File: src/rtl/dual_ram_scheduler.sv
// Front-end controller for a 1-write/2-read RAM: round-robin write arbitration over NR clients,
// fixed-latency read sequencing on two ports, and same-cycle write-to-read forwarding.
module dual_ram_scheduler #(
  parameter int BW = 32,
  parameter int AW = 5,
  parameter int NR = 4
) (
  input  logic             clk,
  input  logic             rst_n,
  input  logic [NR-1:0]    wr_req,
  input  logic [NR*AW-1:0] wr_addr,
  input  logic [NR*BW-1:0] wr_data,
  output logic [NR-1:0]    wr_gnt,
  input  logic             rd_req1,
  input  logic [AW-1:0]    rd_addr1,
  output logic             rd_vld1,
  output logic [BW-1:0]    rd_data1,
  input  logic             rd_req2,
  input  logic [AW-1:0]    rd_addr2,
  output logic             rd_vld2,
  output logic [BW-1:0]    rd_data2,
  output logic             ram_write_en,
  output logic [AW-1:0]    ram_addr_in,
  output logic [BW-1:0]    ram_data_in,
  output logic             ram_read_en1,
  output logic [AW-1:0]    ram_addr_out_1,
  input  logic [BW-1:0]    ram_data_out1,
  output logic             ram_read_en2,
  output logic [AW-1:0]    ram_addr_out_2,
  input  logic [BW-1:0]    ram_data_out2
);

  localparam int PW = (NR > 1) ? $clog2(NR) : 1;

  logic [PW-1:0] rr_ptr;
  logic [PW-1:0] gnt_idx;
  logic [PW:0]   cand;
  logic          gnt_found;
  logic [NR-1:0] gnt;
  logic [AW-1:0] sel_addr;
  logic [BW-1:0] sel_data;

  logic          byp1;
  logic          byp2;
  logic [BW-1:0] byp_data;
  logic [BW-1:0] rd_hold1;
  logic [BW-1:0] rd_hold2;

  // Rotating search: first requester at or above rr_ptr, wrapping modulo NR
  always_comb begin
    gnt_found = 1'b0;
    gnt_idx   = '0;
    cand      = '0;
    for (int unsigned k = 0; k < NR; k++) begin
      cand = {1'b0, rr_ptr} + (PW+1)'(k);
      if (cand >= (PW+1)'(NR)) begin
        cand = cand - (PW+1)'(NR);
      end
      if (!gnt_found && wr_req[cand[PW-1:0]]) begin
        gnt_found = 1'b1;
        gnt_idx   = cand[PW-1:0];
      end
    end
  end

  always_comb begin
    gnt      = '0;
    sel_addr = '0;
    sel_data = '0;
    for (int unsigned i = 0; i < NR; i++) begin
      if (gnt_found && gnt_idx == PW'(i)) begin
        gnt[i]   = 1'b1;
        sel_addr = wr_addr[i*AW +: AW];
        sel_data = wr_data[i*BW +: BW];
      end
    end
  end

  assign wr_gnt = rst_n ? gnt : '0;

  always_ff @(posedge clk or negedge rst_n) begin
    if (!rst_n) begin
      rr_ptr <= '0;
    end else if (gnt_found) begin
      rr_ptr <= (gnt_idx == PW'(NR-1)) ? '0 : gnt_idx + 1'b1;
    end
  end

  always_ff @(posedge clk or negedge rst_n) begin
    if (!rst_n) begin
      ram_write_en <= 1'b0;
      ram_addr_in  <= '0;
      ram_data_in  <= '0;
    end else begin
      ram_write_en <= gnt_found;
      if (gnt_found) begin
        ram_addr_in <= sel_addr;
        ram_data_in <= sel_data;
      end
    end
  end

  always_ff @(posedge clk or negedge rst_n) begin
    if (!rst_n) begin
      ram_read_en1   <= 1'b0;
      ram_addr_out_1 <= '0;
      ram_read_en2   <= 1'b0;
      ram_addr_out_2 <= '0;
    end else begin
      ram_read_en1 <= rd_req1;
      ram_read_en2 <= rd_req2;
      if (rd_req1) ram_addr_out_1 <= rd_addr1;
      if (rd_req2) ram_addr_out_2 <= rd_addr2;
    end
  end

  // The RAM returns pre-write contents on a same-cycle collision, so the write data is
  // captured alongside a per-port hit flag and substituted on the returning read.
  always_ff @(posedge clk or negedge rst_n) begin
    if (!rst_n) begin
      rd_vld1  <= 1'b0;
      rd_vld2  <= 1'b0;
      byp1     <= 1'b0;
      byp2     <= 1'b0;
      byp_data <= '0;
    end else begin
      rd_vld1  <= ram_read_en1;
      rd_vld2  <= ram_read_en2;
      byp1     <= ram_read_en1 && ram_write_en && (ram_addr_out_1 == ram_addr_in);
      byp2     <= ram_read_en2 && ram_write_en && (ram_addr_out_2 == ram_addr_in);
      byp_data <= ram_data_in;
    end
  end

  always_comb begin
    rd_data1 = rd_hold1;
    rd_data2 = rd_hold2;
    if (rd_vld1) rd_data1 = byp1 ? byp_data : ram_data_out1;
    if (rd_vld2) rd_data2 = byp2 ? byp_data : ram_data_out2;
  end

  // Read data is combinational from the RAM output; the hold registers keep it stable between reads
  always_ff @(posedge clk or negedge rst_n) begin
    if (!rst_n) begin
      rd_hold1 <= '0;
      rd_hold2 <= '0;
    end else begin
      rd_hold1 <= rd_data1;
      rd_hold2 <= rd_data2;
    end
  end

endmodule
File: config.mk
export PLATFORM = sky130hd
export DESIGN_NAME = dual_ram_scheduler
export DESIGN_NICKNAME = d
export VERILOG_FILES = /design/src/rtl/dual_ram_scheduler.sv
export SDC_FILE = /design/constraint.sdc
export NUM_CORES = 1
export LEC_CHECK = 0
export ABC_AREA = 1
export CAP_MARGIN = 15
export CELL_PAD_IN_SITES_DETAIL_PLACEMENT = 1
export CELL_PAD_IN_SITES_GLOBAL_PLACEMENT = 2
export CORE_MARGIN = 2
export CORE_UTILIZATION = 24
export DETAILED_ROUTE_END_ITERATION = 6
export PLACE_DENSITY_LB_ADDON = 0.1
export SKIP_LAST_GASP = 1
export SLEW_MARGIN = 20
export SYNTH_ARGS = -nofsm -noshare
export SYNTH_HDL_FRONTEND = slang
export SYNTH_SLANG_ARGS = --single-unit
export TNS_END_PERCENT = 5
File: constraint.sdc
create_clock -name clk -period 5.5 [get_ports clk]
set_input_delay 1.375 -clock clk [delete_from_list [all_inputs] [get_ports clk]]
set_output_delay 1.375 -clock clk [all_outputs]
set_load 0.005 [all_outputs]
Word level (Yosys, flattened, before mapping)

Index checks and enable logic that the tools add are counted.

Reduce and logical (&&, ||, !) cells: 15
Add/sub/neg operators: 8
Eq/ne operators: 5
Mux-type cells: 38
Magnitude comparators: 8

Operator list:

| cell                                                 | count |
|---|---|
| 2-to-1 mux 32 bit                                    | 8 |
| 2-to-1 mux 5 bit                                     | 4 |
| 2-to-1 mux 2 bit                                     | 9 |
| < comparator 2 x 3 -> 1 bit (second input constant)  | 4 |
| 2-to-1 mux 1 bit                                     | 12 |
| logical AND 1 bit                                    | 11 |
| equality test 5 bit                                  | 2 |
| >= comparator 3 bit (second input constant)          | 3 |
| binary-select mux 1 bit (select 2 bit)               | 4 |
| subtractor 2 x 1 -> 2 bit (second input constant)    | 4 |
| adder 2 x 2 -> 3 bit (second input constant)         | 2 |
| equality test 2 bit (second input constant)          | 2 |
| 2-to-1 mux 4 bit                                     | 1 |
| adder 2 x 1 -> 3 bit (second input constant)         | 1 |
| >= comparator 2 x 3 -> 1 bit (second input constant) | 1 |
| logical NOT 1 bit                                    | 3 |
| adder 2 x 1 -> 2 bit (second input constant)         | 1 |
| equality test 2 x 1 -> 1 bit (second input constant) | 1 |
| logical NOT 2 bit                                    | 1 |

Logic and storage cells: 89
Input port bits: 230
Output and inout bits: 120
Bits in registers: 152

Logic depth before layout (Yosys ltp)

Gate-level depths: netlist of run 1.

Word-level depth: 20
Gate-level depth with buffers: 22
Depth with buffers taken out: 18

Worst setup path before layout of run 1

OpenSTA, ideal clock, no wires.

Path type: in2out
From: in wr_req[3]
To: out wr_gnt[0]
Path slack: 0.841 ns
Arrival time: 3.284 ns
Stages on the path: 14
Buffers on the path: 4
Path through: inv_1 nand2_1 nand3_1 nand2_2 nor2_4 nand3_4 buf_4 buf_2 nand3_1 ha_1 clkbuf_1 clkbuf_1 nand2_1 nor2_1

RTL lines:

| item                                   | line | source |
|---|---|---|
| start, declared                        | 10   | `input logic [NR-1:0] wr_req,` |
| binary-select mux 1 bit (select 2 bit) | 59   | `if (!gnt_found && wr_req[cand[PW-1:0]]) begin` |
| 2-to-1 mux 1 bit (not written as such) | 59   |  |
| 2-to-1 mux 1 bit                       | 59   |  |
| logical NOT 1 bit                      | 59   |  |
| logical AND 1 bit                      | 59   |  |
| 2-to-1 mux 1 bit                       | 59   |  |
| logical NOT 1 bit                      | 59   |  |
| logical AND 1 bit                      | 59   |  |
| 2-to-1 mux 1 bit                       | 59   |  |
| logical NOT 1 bit                      | 59   |  |
| logical AND 1 bit                      | 59   |  |
| 2-to-1 mux 1 bit (*)                   | 59   |  |
| named net gnt_found                    | 38   | `logic gnt_found;` |
| logical AND 1 bit (*)                  | 71   | `if (gnt_found && gnt_idx == PW'(i)) begin` |
| 2-to-1 mux 1 bit (*)                   | 71   |  |
| 2-to-1 mux 4 bit (*)                   | 79   | `assign wr_gnt = rst_n ? gnt : '0;` |
| end, declared                          | 13   | `output logic [NR-1:0] wr_gnt,` |

Mark *: on every way through the listed nets, which the timed path passes. The rest lies on a longest branch. The select of a mux whose other input is x is not followed.

Final worst setup path of run 1

From: in wr_req[1]
To: out wr_gnt[3]

Word-level cells in the longest chain between the ends: 16

RTL lines:

| item                                   | line |
|---|---|
| binary-select mux 1 bit (select 2 bit) | 59 |
| 2-to-1 mux 1 bit (not written as such) | 59 |
| 2-to-1 mux 1 bit                       | 59 |
| logical NOT 1 bit                      | 59 |
| logical AND 1 bit                      | 59 |
| 2-to-1 mux 1 bit                       | 59 |
| logical NOT 1 bit                      | 59 |
| logical AND 1 bit                      | 59 |
| 2-to-1 mux 1 bit                       | 59 |
| logical NOT 1 bit                      | 59 |
| logical AND 1 bit                      | 59 |
| 2-to-1 mux 2 bit                       | 59 |
| equality test 2 bit                    | 71 |
| logical AND 1 bit (*)                  | 71 |
| 2-to-1 mux 1 bit (*)                   | 71 |
| 2-to-1 mux 4 bit (*)                   | 79 |

Mark *: on every way between the ends. The rest lies on a longest branch, timed or not. The select of a mux whose other input is x is not followed.

==> qor.txt, run 1 <==
Crit-path leading delay family -> buffers and inverters
Core footprint -> 33600 um2
Post-Synthesis Cells -> 1103
Layout fillers -> 4060
Synth Area in Compound Gates -> 8.79%
Crit path cell chain -> clkdlybuf4s50_1 > nand2_1 > o21ai_1 > o21ai_1 > a21oi_1 > or2_2 > nand3_1 > inv_1 > ha_1 > nand2_1 > nor2_1 > clkdlybuf4s50_1
Yosys top cell area share -> 46.4%
Hold buffer count at CTS -> 0
Largest family of logic cells by synthesized area -> simple AND/OR/NAND/NOR gates
Routability cong. -> 0.744
Yosys reg bits -> 152
Post-synthesis async set-or-reset flop share -> 100%
Post-DP HPWL -> 25.4 mm
Top post-synthesis cells by area -> dfrtp_1 (46%), nand2_1 (19%), a31oi_1 (4.9%)
CTS Sinks -> 152
Final setup viols -> 0
CTS clk-pin slew, worst paths -> 0.06 ns
ANT nets after route -> 0
Total CTS buffers -> 17
Die extent in y -> 189 um
Max FO, Critical Path -> 4
Worst-Margin Slew -> 1.08 ns
RSZ-0062 raised after global routing -> no
Worst setup EP type -> primary output
Max-cap viol count -> 0
Mapped Nets -> 1337
Fmax -> 191 MHz
Arr. time, crit path -> 3.87 ns
Crit Path Category -> input pin to primary output
CP bufs+invs -> 3
Vias -> 8260
Clock Power Share -> 16.7%
Num rows -> 67
Count leader, synth -> nand2_1
Final Skew -> 0.0154 ns
Largest net degree at the start of global routing -> 94
Reg2reg setup slack -> 2.13 ns
IO Count -> 350
Drt total wl -> 33.6 mm
Period Utilization, post-route -> 95.4%
Vias per cell -> 4.41
Final critical-path required period -> 5.25 ns
CTS tree -> built
Pre-Repair DR Iteration Count -> 4
Mapped cell area -> 8200 um2
CTS Root Cell -> clkbuf_16
Lkg Pwr -> 5.84 nW
Post-Synth Simple-Gate Area -> 33.7%
Post-CTS Setup Bufs -> 0
Final Hold Vio Count -> 0
TNS Setup -> 0 ns
Psw -> 0.00373 W
All-layer global routing usage -> 18.9%
Dominant synthesized flop cell -> dfrtp_1
Rel. slew slack -> 28.0%
Comb pwr share -> 60.0%
Drt wl/cell -> 17.9 um
Pre-CTS WS -> 0.237 ns
Power per Cell Area -> 611 nW/um2
Vias in the first global route -> 8626
Max Slew Vio Count -> 0
Total gr overflow -> 0
PostCTS Resize Cnt -> 0
Final worst-path setup slack -> 0.251 ns
Syn_area_per_cell -> 7.43 um2
Initial drt markers -> 359
Post-synth EDFFs -> 0
Switching Share -> 48.2%
DRC viols -> 0
PortBufs -> 349
Share of cells above drive strength 1 -> 8.56%
Largest stage delay, worst path -> 0.46 ns
Critical path data required time -> 4.12 ns
Synth cell count leaders -> nand2_1 (410), dfrtp_1 (152), inv_1 (101)
Adder-cell share of the synthesized area -> 0.611%
H-tree lvl count -> 4
Pint -> 0.00400 W
Hold Path Class -> flop to flop
Antenna violations before repair -> 2
# nets final -> 1646
Top cell type by total area after synthesis -> dfrtp_1
Yosys cell types -> 33
Starting Density -> 24.4%
First-pass GRT wire length -> 51.8 mm
Ys Warns -> 0
Sequential share of the synthesized area -> 46.4%
Maximum buffer depth of the clock tree -> 2
Synth-to-Final Area Change -> 54.1%
Die width -> 189 um
Worst-Skew Late Latency -> 0.43 ns
Worst vdd ir -> 0.592 mV
Sequential share of power -> 23.3%
Crit start category -> input pin
Xor-xnor portion of the synthesized cell area -> 0%
Critical path's slowest cell -> clkdlybuf4s50_1
Total die area -> 35700 um2
Post-synthesis mux area share -> 0.137%
Status -> complete, no violations
==> power by group through the flow <==
stage / registers [W] / clock network [W] / logic, W
floorplan: 0.00170 / 0 / 0.00308
global placement: 0.00182 / 0 / 0.00465
detailed placement: 0.00182 / 0 / 0.00469
CTS: 0.00181 / 0.00133 / 0.00473
global route: 0.00185 / 0.00138 / 0.00534
finish: 0.00180 / 0.00129 / 0.00464
==> final timing paths <==
path                                            endpoint                         from  cells past startpoint
max in group asynchronous     ram_data_in[3]$_DFFE_PN0N_                        rst_n                      2
min in group asynchronous  ram_addr_out_1[0]$_DFFE_PN0P_                        rst_n                      1
setup / recovery                               wr_gnt[3]                    wr_req[1]                     12
hold / removal                    byp_data[12]$_DFF_PN0_  ram_data_in[12]$_DFFE_PN0N_                      0
setup reg to reg              ram_data_in[9]$_DFFE_PN0N_        rr_ptr[0]$_DFFE_PN0N_                     17
hold reg to reg                   byp_data[12]$_DFF_PN0_  ram_data_in[12]$_DFFE_PN0N_                      0
==> cells by family after synthesis <==
logic type                 after synthesis
adders and majority gates                4
muxes                                    1
and+or+nand+nor                        629
buffers and inverters                  194
DFF                                    152
AOI/OAI and AO/OA                      123
==> state kept, by name, indices dropped and copies added, names as in the netlist, 2 cells and up <==
register        count
byp_data           32
ram_addr_in         5
ram_addr_out_1      5
ram_addr_out_2      5
ram_data_in        32
rd_hold1           32
rd_hold2           32
rr_ptr              2
==> layout make-up <==
| class | count | area [um2] | area share [%] |
|---|---|---|---|
| diodes | 2 | 5.00 | 0.0396 |
| well taps | 448 | 561 | 4.44 |
| multi-input cells | 757 | 3550 | 28.1 |
| clock buffers | 21 | 480 | 3.80 |
| flip-flops and latches | 152 | 3810 | 30.1 |
| clock inverters | 11 | 168 | 1.33 |
| inverters | 120 | 457 | 3.61 |
| repair buffers | 364 | 3610 | 28.6 |
==> stage by stage <==
step	instance area (um2)	power [W]	cells	hold slack, ns	util, %
after global placement	12000	0.00647	1841	0.390	35.6
after global routing	12600	0.00857	1874	0.422	37.6
after detailed placement	12000	0.00652	1841	0.397	35.6
after floorplan	8200	0.00478	1103	0.396	-
after CTS	12600	0.00787	1873	0.410	37.6
final	12600	0.00773	1875	0.400	37.6
==> routing by layer <==
| layer | track usage, % | vias to the layer above | wire [um] |
|---|---|---|---|
| met1 | 26.7 | 3939 | 16500 |
| met4 | 4.03 | 2 | 321 |
| li1 | - | 4099 | - |
| met2 | 29.9 | 201 | 15200 |
| met3 | 3.86 | 19 | 1610 |
| met5 | 0 | - | 11 |
==> placed cells by master (no fill, tap or decap), types with 15 or more instances in the layout <==
master,count
clkbuf_16,17
nand2_1,410
nand3_1,58
a31oi_1,64
nor2_1,94
o21ai_0,34
inv_1,98
inv_2,20
buf_4,15
dfrtp_1,150
clkdlybuf4s50_1,348
nand3_2,37
==> worst register-to-register path: cells and delay by family (launching register included) <==
| family | cells | cell delay (ns) |
|---|---|---|
| adders and majority gates | 1 | 0.18 |
| and+or+nand+nor | 10 | 1.00 |
| AOI/OAI and AO/OA | 2 | 0.39 |
| buffers and inverters | 4 | 1.08 |
| DFF | 1 | 0.59 |
Note: power is estimated with default switching activity, not from simulation.
==> run 2: changes to the inputs <==
--- a/config.mk
+++ b/config.mk
@@ -10,7 +10,8 @@
 export CELL_PAD_IN_SITES_DETAIL_PLACEMENT = 1
 export CELL_PAD_IN_SITES_GLOBAL_PLACEMENT = 2
 export CORE_MARGIN = 2
-export CORE_UTILIZATION = 24
+export CORE_UTILIZATION = 25
+export CTS_BUF_LIST = sky130_fd_sc_hd__clkbuf_4
 export DETAILED_ROUTE_END_ITERATION = 6
 export PLACE_DENSITY_LB_ADDON = 0.1
 export SKIP_LAST_GASP = 1
==> run 2 against run 1 <==
Routed wire length fell by 2.9%. Clock power shrank 46%. Sequential share of layout area rose by 0.99 points. Die area decreased by 3.9%. Count of clock-buffer cells in the layout decreased by 3.
==> qor.txt, run 2 (same netlist as run 1, synthesis figures left out) <==
Status -> complete, no violations (unchanged)
Hold Path Class -> flop to flop (unchanged)
Lkg Pwr -> 5.65 nW (was 5.84 nW)
Max Slew Vio Count -> 0 (unchanged)
Num rows -> 66 (was 67)
Post-DP HPWL -> 24.9 mm (was 25.4 mm)
Fmax -> 192 MHz (was 191 MHz)
RR Startpoint -> rr_ptr[0]$_DFFE_PN0N_ (unchanged)
Critical path data required time -> 4.12 ns (about the same)
PostCTS Resize Cnt -> 0 (unchanged)
ANT nets after route -> 0 (unchanged)
Pre-Repair DR Iteration Count -> 4 (unchanged)
CP Capture Point -> wr_gnt[3] (unchanged)
Synth-to-Final Area Change -> 49.3% (was 54.1%)
Final setup viols -> 0 (unchanged)
Starting Density -> 25.3% (was 24.4%)
First-pass GRT wire length -> 49.7 mm (was 51.8 mm)
Worst-Skew Late Latency -> 0.59 ns (was 0.43 ns)
Maximum buffer depth of the clock tree -> 2 (unchanged)
Largest net degree at the start of global routing -> 64 (was 94)
Worst-Margin Slew -> 0.959 ns (was 1.08 ns)
WHS -> 0.423 ns (was 0.400 ns)
CTS tree -> built (unchanged)
Post-CTS Setup Bufs -> 0 (unchanged)
Crit start category -> input pin (unchanged)
Drt wl/cell -> 17.5 um (was 17.9 um)
All-layer global routing usage -> 19.1% (was 18.9%)
Vias in the first global route -> 8334 (was 8626)
CTS clk-pin slew, worst paths -> 0.13 ns (was 0.06 ns)
TNS Setup -> 0 ns (unchanged)
Max-cap viol count -> 0 (unchanged)
Hold buffer count at CTS -> 0 (unchanged)
Max FO, Critical Path -> 4 (unchanged)
CTS Root Cell -> clkbuf_4 (was clkbuf_16)
Hold depth -> 0 (unchanged)
Reg-to-Reg End -> ram_data_in[7]$_DFFE_PN0N_ (was ram_data_in[9]$_DFFE_PN0N_)
Die extent in y -> 185 um (was 189 um)
H-tree lvl count -> 4 (unchanged)
Power per Cell Area -> 579 nW/um2 (was 611 nW/um2)
Core footprint -> 32500 um2 (was 33600 um2)
Vias -> 8170 (was 8260)
Total CTS buffers -> 17 (unchanged)
RSZ-0062 raised after global routing -> no (unchanged)
Drt total wl -> 32.7 mm (was 33.6 mm)
Die width -> 185 um (was 189 um)
Crit Path Category -> input pin to primary output (unchanged)
Vias per cell -> 4.38 (was 4.41)
IO Count -> 350 (unchanged)
PortBufs -> 349 (unchanged)
Arr. time, crit path -> 3.84 ns (was 3.87 ns)
Final Hold Vio Count -> 0 (unchanged)
Initial drt markers -> 376 (was 359)
CP Launch Point -> wr_req[1] (unchanged)
Period Utilization, post-route -> 94.8% (was 95.4%)
Worst setup EP type -> primary output (unchanged)
Antenna violations before repair -> 2 (unchanged)
Worst vdd ir -> 0.526 mV (was 0.592 mV)
Share of cells above drive strength 1 -> 8.22% (was 8.56%)
CTS Sinks -> 152 (unchanged)
FF-to-FF path depth -> 16 (was 17)
Total gr overflow -> 0 (unchanged)
Most common cell after layout, fill and taps aside -> nand2_1 (unchanged)
DRC viols -> 0 (unchanged)
# nets final -> 1645 (was 1646)
Final Skew -> 0.0237 ns (was 0.0154 ns)
Tot Pwr -> 0.00709 W (was 0.00773 W)
Final critical-path required period -> 5.21 ns (was 5.25 ns)
Rel. slew slack -> 35.7% (was 28.0%)
Most frequent cells in the layout -> nand2_1 (410), clkdlybuf4s50_1 (348), dfrtp_1 (150) (unchanged)
Reg2reg setup slack -> 2.17 ns (was 2.13 ns)
Total die area -> 34300 um2 (was 35700 um2)
Routability cong. -> 0.793 (was 0.744)
-- run 2: cell count changes in the layout (fill, tap and decap cells not counted) --
cell,change
dfrtp_4,+1
buf_4,-1
dfrtp_2,-1
inv_2,-1
clkbuf_4,+18
clkbuf_8,-4
clkinvlp_4,+2
bufinv_16,-2
clkbuf_16,-17
clkinv_1,+3
-- run 2: per-stage QoR --
stage / util (%) / area (um2) / cells / setup WS [ns]
after floorplan: - / 8200 / 1103 / 0.841
after global placement: 36.9 / 12000 / 1834 / 0.371
after detailed placement: 36.9 / 12000 / 1834 / 0.277
after CTS: 37.7 / 12200 / 1865 / 0.265
after global routing: 37.7 / 12200 / 1866 / 0.122
final: 37.7 / 12200 / 1867 / 0.287
-- run 2: how the worst min path moves through the flow --
| stage | end | start | slack (ns) |
|---|---|---|---|
| CTS | byp_data[30]$_DFF_PN0_ | ram_data_in[30]$_DFFE_PN0N_ | 0.42 |
| global route | byp_data[30]$_DFF_PN0_ | ram_data_in[30]$_DFFE_PN0N_ | 0.43 |
| floorplan | rd_vld2$_DFF_PN0_ | ram_read_en2$_DFF_PN0_ | 0.40 |
| global placement | byp_data[30]$_DFF_PN0_ | ram_data_in[30]$_DFFE_PN0N_ | 0.38 |
| finish | byp_data[30]$_DFF_PN0_ | ram_data_in[30]$_DFFE_PN0N_ | 0.42 |
| detailed placement | byp_data[30]$_DFF_PN0_ | ram_data_in[30]$_DFFE_PN0N_ | 0.40 |
-- run 2: final cells by class --
cell class,count,area [um2]
inverters,120,457
flip-flops and latches,152,3810
fillers,4012,20200
clock inverters,13,130
clock buffers,18,135
diodes,2,5.00
repair buffers,363,3600
multi-input cells,757,3550
well taps,442,553
-- run 2: critical path, cell delays in order --
cell	delay [ns]
clkdlybuf4s50_1	0.45
nand2_1	0.08
o21ai_1	0.08
o21ai_1	0.37
a21oi_1	0.15
or2_2	0.30
nand3_1	0.12
inv_1	0.09
ha_1	0.23
nand2_1	0.11
nor2_1	0.05
clkdlybuf4s50_1	0.44
-- run 2: per-layer routing --
layer  wire, um  GRT usage [%]  share of wire [%]  up-vias
met2      14700           29.3                 45      213
met4        293           4.35               0.90        2
met3       2040           4.94                6.2       13
li1           -              -                  -     4102
met5         13              0              0.040        -
met1      15700           27.0                 48     3840
-- run 2: where the power goes --
| part | internal (W) | switching, W |
|---|---|---|
| Sequential | 0.00150 | 0.000295 |
| Clock | 0.000267 | 0.000430 |
| Combinational | 0.00168 | 0.00291 |
| Total | 0.00345 | 0.00363 |
==> RTL change: new RTL, config.mk and constraints of run 2 <==
Set the parameter `NR` to 8 (it was 4).
--- a/src/rtl/dual_ram_scheduler.sv
+++ b/src/rtl/dual_ram_scheduler.sv
@@ -5,3 +5,3 @@
   parameter int AW = 5,
-  parameter int NR = 4
+  parameter int NR = 8
 ) (
Interface: changed (resized wr_addr, wr_data, wr_gnt and wr_req); port bits go from 350 to 506. No check against the original RTL was run, so the function may have changed too.
==> RTL change against run 2 <==
Area after synthesis up 24%; worst setup slack worse by 0.37 ns; routed wire length up 56%; the run now ends with negative setup slack left; critical path type unchanged; sequential cell count grew 1; largest cell class is now non-clock buffers; design area increased by 34%; via count up 45%.
Power is left out: the tool's default activity adds up to more than one toggle a clock period on the data nets, which glitch-free logic cannot reach.
==> RTL change: results (changes against run 2) <==
Layout cells sized above 1: 7.51% (-0.71 points)
Metal2 WL: 24700 um (+69%)
Skew final: 0.0137 ns (-0.0100 ns)
Syn. warnings: 0 (unchanged)
Clock-pin transition on the worst setup and hold timing paths: 0.12 ns
Hold Crit Class: reg2reg
Synth top cells by count: 584 x nand2_1, 176 x nor2_1, 168 x inv_1
Level count of the clock H-tree: 4 (unchanged)
Post-Syn Nets: 1938 (+45%)
CTS max path bufs: 2 (unchanged)
Vias in the first global route: 12400 (+49%)
Crit Path Max Fanout: 4 (unchanged)
R2R setup slack: 1.07 ns (-1.10 ns)
Post-synthesis sequential area ratio: 37.7% (-8.7 points)
Top FF cell, synth: dfrtp_1
Largest net degree at the start of global routing: 79 (+23%)
Yosys cell types: 45 (+36%)
Share of flip-flops with an asynchronous set or reset: 100% (unchanged)
Via density per instance: 4.56 (+4.3%)
DRT met1 WL: 22000 um (+41%)
Final setup fails: 3 (+3)
IO Port Bufs: 505 (+45%)
Post-DP HPWL: 41900 um (+68%)
Failing checks: negative setup slack
Top cells by area, synth: dfrtp_1 38%, nand2_1 22%, nor2_1 6.5%
Global-route wire length before repair: 75700 um (+52%)
Post-Syn Instances: 1548 (+40%)
Pre-antenna DRT Iters: 5 (+1)
Skew-Pair Late Insertion Delay: 0.56 ns (-0.03 ns)
Status: finished with violations
Total CTS buffers: 17 (unchanged)
Total GRT Usage: 23.7% (+4.5 points)
Met3 wire length: 3360 um (+65%)
Drt initial violations: 502 (+34%)
Initial antenna violation count: 22 (+20)
Number of nets in the layout: 2429 (+48%)
Routed WL per cell: 19.7 um (+12%)
Clock Tree Root: clkbuf_4
Max layer used: met5
Inst Count DP: 2545 (+39%)
Non-filler cells, final: 2594 (+39%)
Final GP Congestion: 0.833 (+5.1%)
Measured slew at the worst slew-check pin: 1.03 ns (+0.0716 ns)
PnR worst setup slack: -0.0827 ns (-0.370 ns)
RTL change: changes by cell type after synthesis, moves of 17 or more:
cell,before,now
a21oi_1,13,38
buf_2,12,29
inv_1,101,168
nand2_1,410,584
nand3_1,58,92
nand3_2,37,5
nor2_1,94,176
o21ai_1,2,34
RTL change: kinds of logic after synthesis:
kind of cell             synth area share (%)
AND/OR/NAND/NOR                          36.5
buffers and inverters                    11.2
AO/OA/AOI/OAI                            12.4
flip-flops                               37.7
XOR/XNOR                                0.874
adder cells (fa/ha/maj)                 0.985
multiplexers                            0.443
RTL change: layout make-up:
type / instances / area, sq um
multi-input cells: 1128 / 5310
repair buffers: 564 / 5550
clock inverters: 12 / 158
flip-flops and latches: 153 / 3830
fillers: 5080 / 23600
diodes: 19 / 47.5
inverters: 175 / 657
well taps: 525 / 657
clock buffers: 18 / 135
RTL change: final timing paths:
| check | start | endpoint | cells after the start |
|---|---|---|---|
| worst min-delay path | ram_read_en1 | rd_vld1 | 0 |
| max in group asynchronous | rst_n | rd_vld1 | 2 |
| worst max-delay path | wr_req[0] | wr_gnt[4] | 16 |
| worst min register to register | ram_read_en1 | rd_vld1 | 0 |
| min in group asynchronous | rst_n | rd_hold1[5] | 1 |
| worst max register to register | rr_ptr[1] | ram_data_in[1] | 28 |
RTL change: worst max-delay path, stage by stage:
cell	delay [ns]
clkdlybuf4s50_1	0.49
nand2_1	0.08
nand3_1	0.14
nand3_2	0.12
buf_4	0.18
a21oi_2	0.18
buf_4	0.13
nor2_1	0.05
a2111o_1	0.30
nand2_2	0.14
ha_4	0.16
nand2_4	0.08
nor2_8	0.12
inv_2	0.04
nor2_2	0.11
clkdlybuf4s50_1	0.52
RTL change: repair_timing:
item	in CTS	in global routing
pin swaps	1	4
buffers inserted	0	0
setup endpoints to repair	8	8
endpoints found under the hold margin	0	0
resized for setup	17	18
gates cloned	0	0
RTL change: per-layer routing:
| metal | track usage (%) | up-vias |
|---|---|---|
| li1 | - | 5866 |
| met5 | 0 | - |
| met4 | 7.32 | 16 |
| met1 | 30.1 | 5572 |
| met3 | 5.24 | 50 |
| met2 | 39.9 | 330 |
RTL change: through the flow:
| step | cell area, sq um | util, % | setup slack (ns) | TNS [ns] | hold WS [ns] |
|---|---|---|---|---|---|
| after floorplan | 10200 | - | 0.455 | 0 | 0.396 |
| after global placement | 15900 | 39.8 | -0.359 | -2.16 | 0.389 |
| after detailed placement | 15900 | 39.8 | -0.430 | -2.92 | 0.389 |
| after CTS | 16200 | 40.7 | -0.195 | -1.07 | 0.419 |
| after global routing | 16300 | 40.9 | -0.246 | -0.880 | 0.432 |
| final | 16300 | 41.0 | -0.0827 | -0.136 | 0.413 |
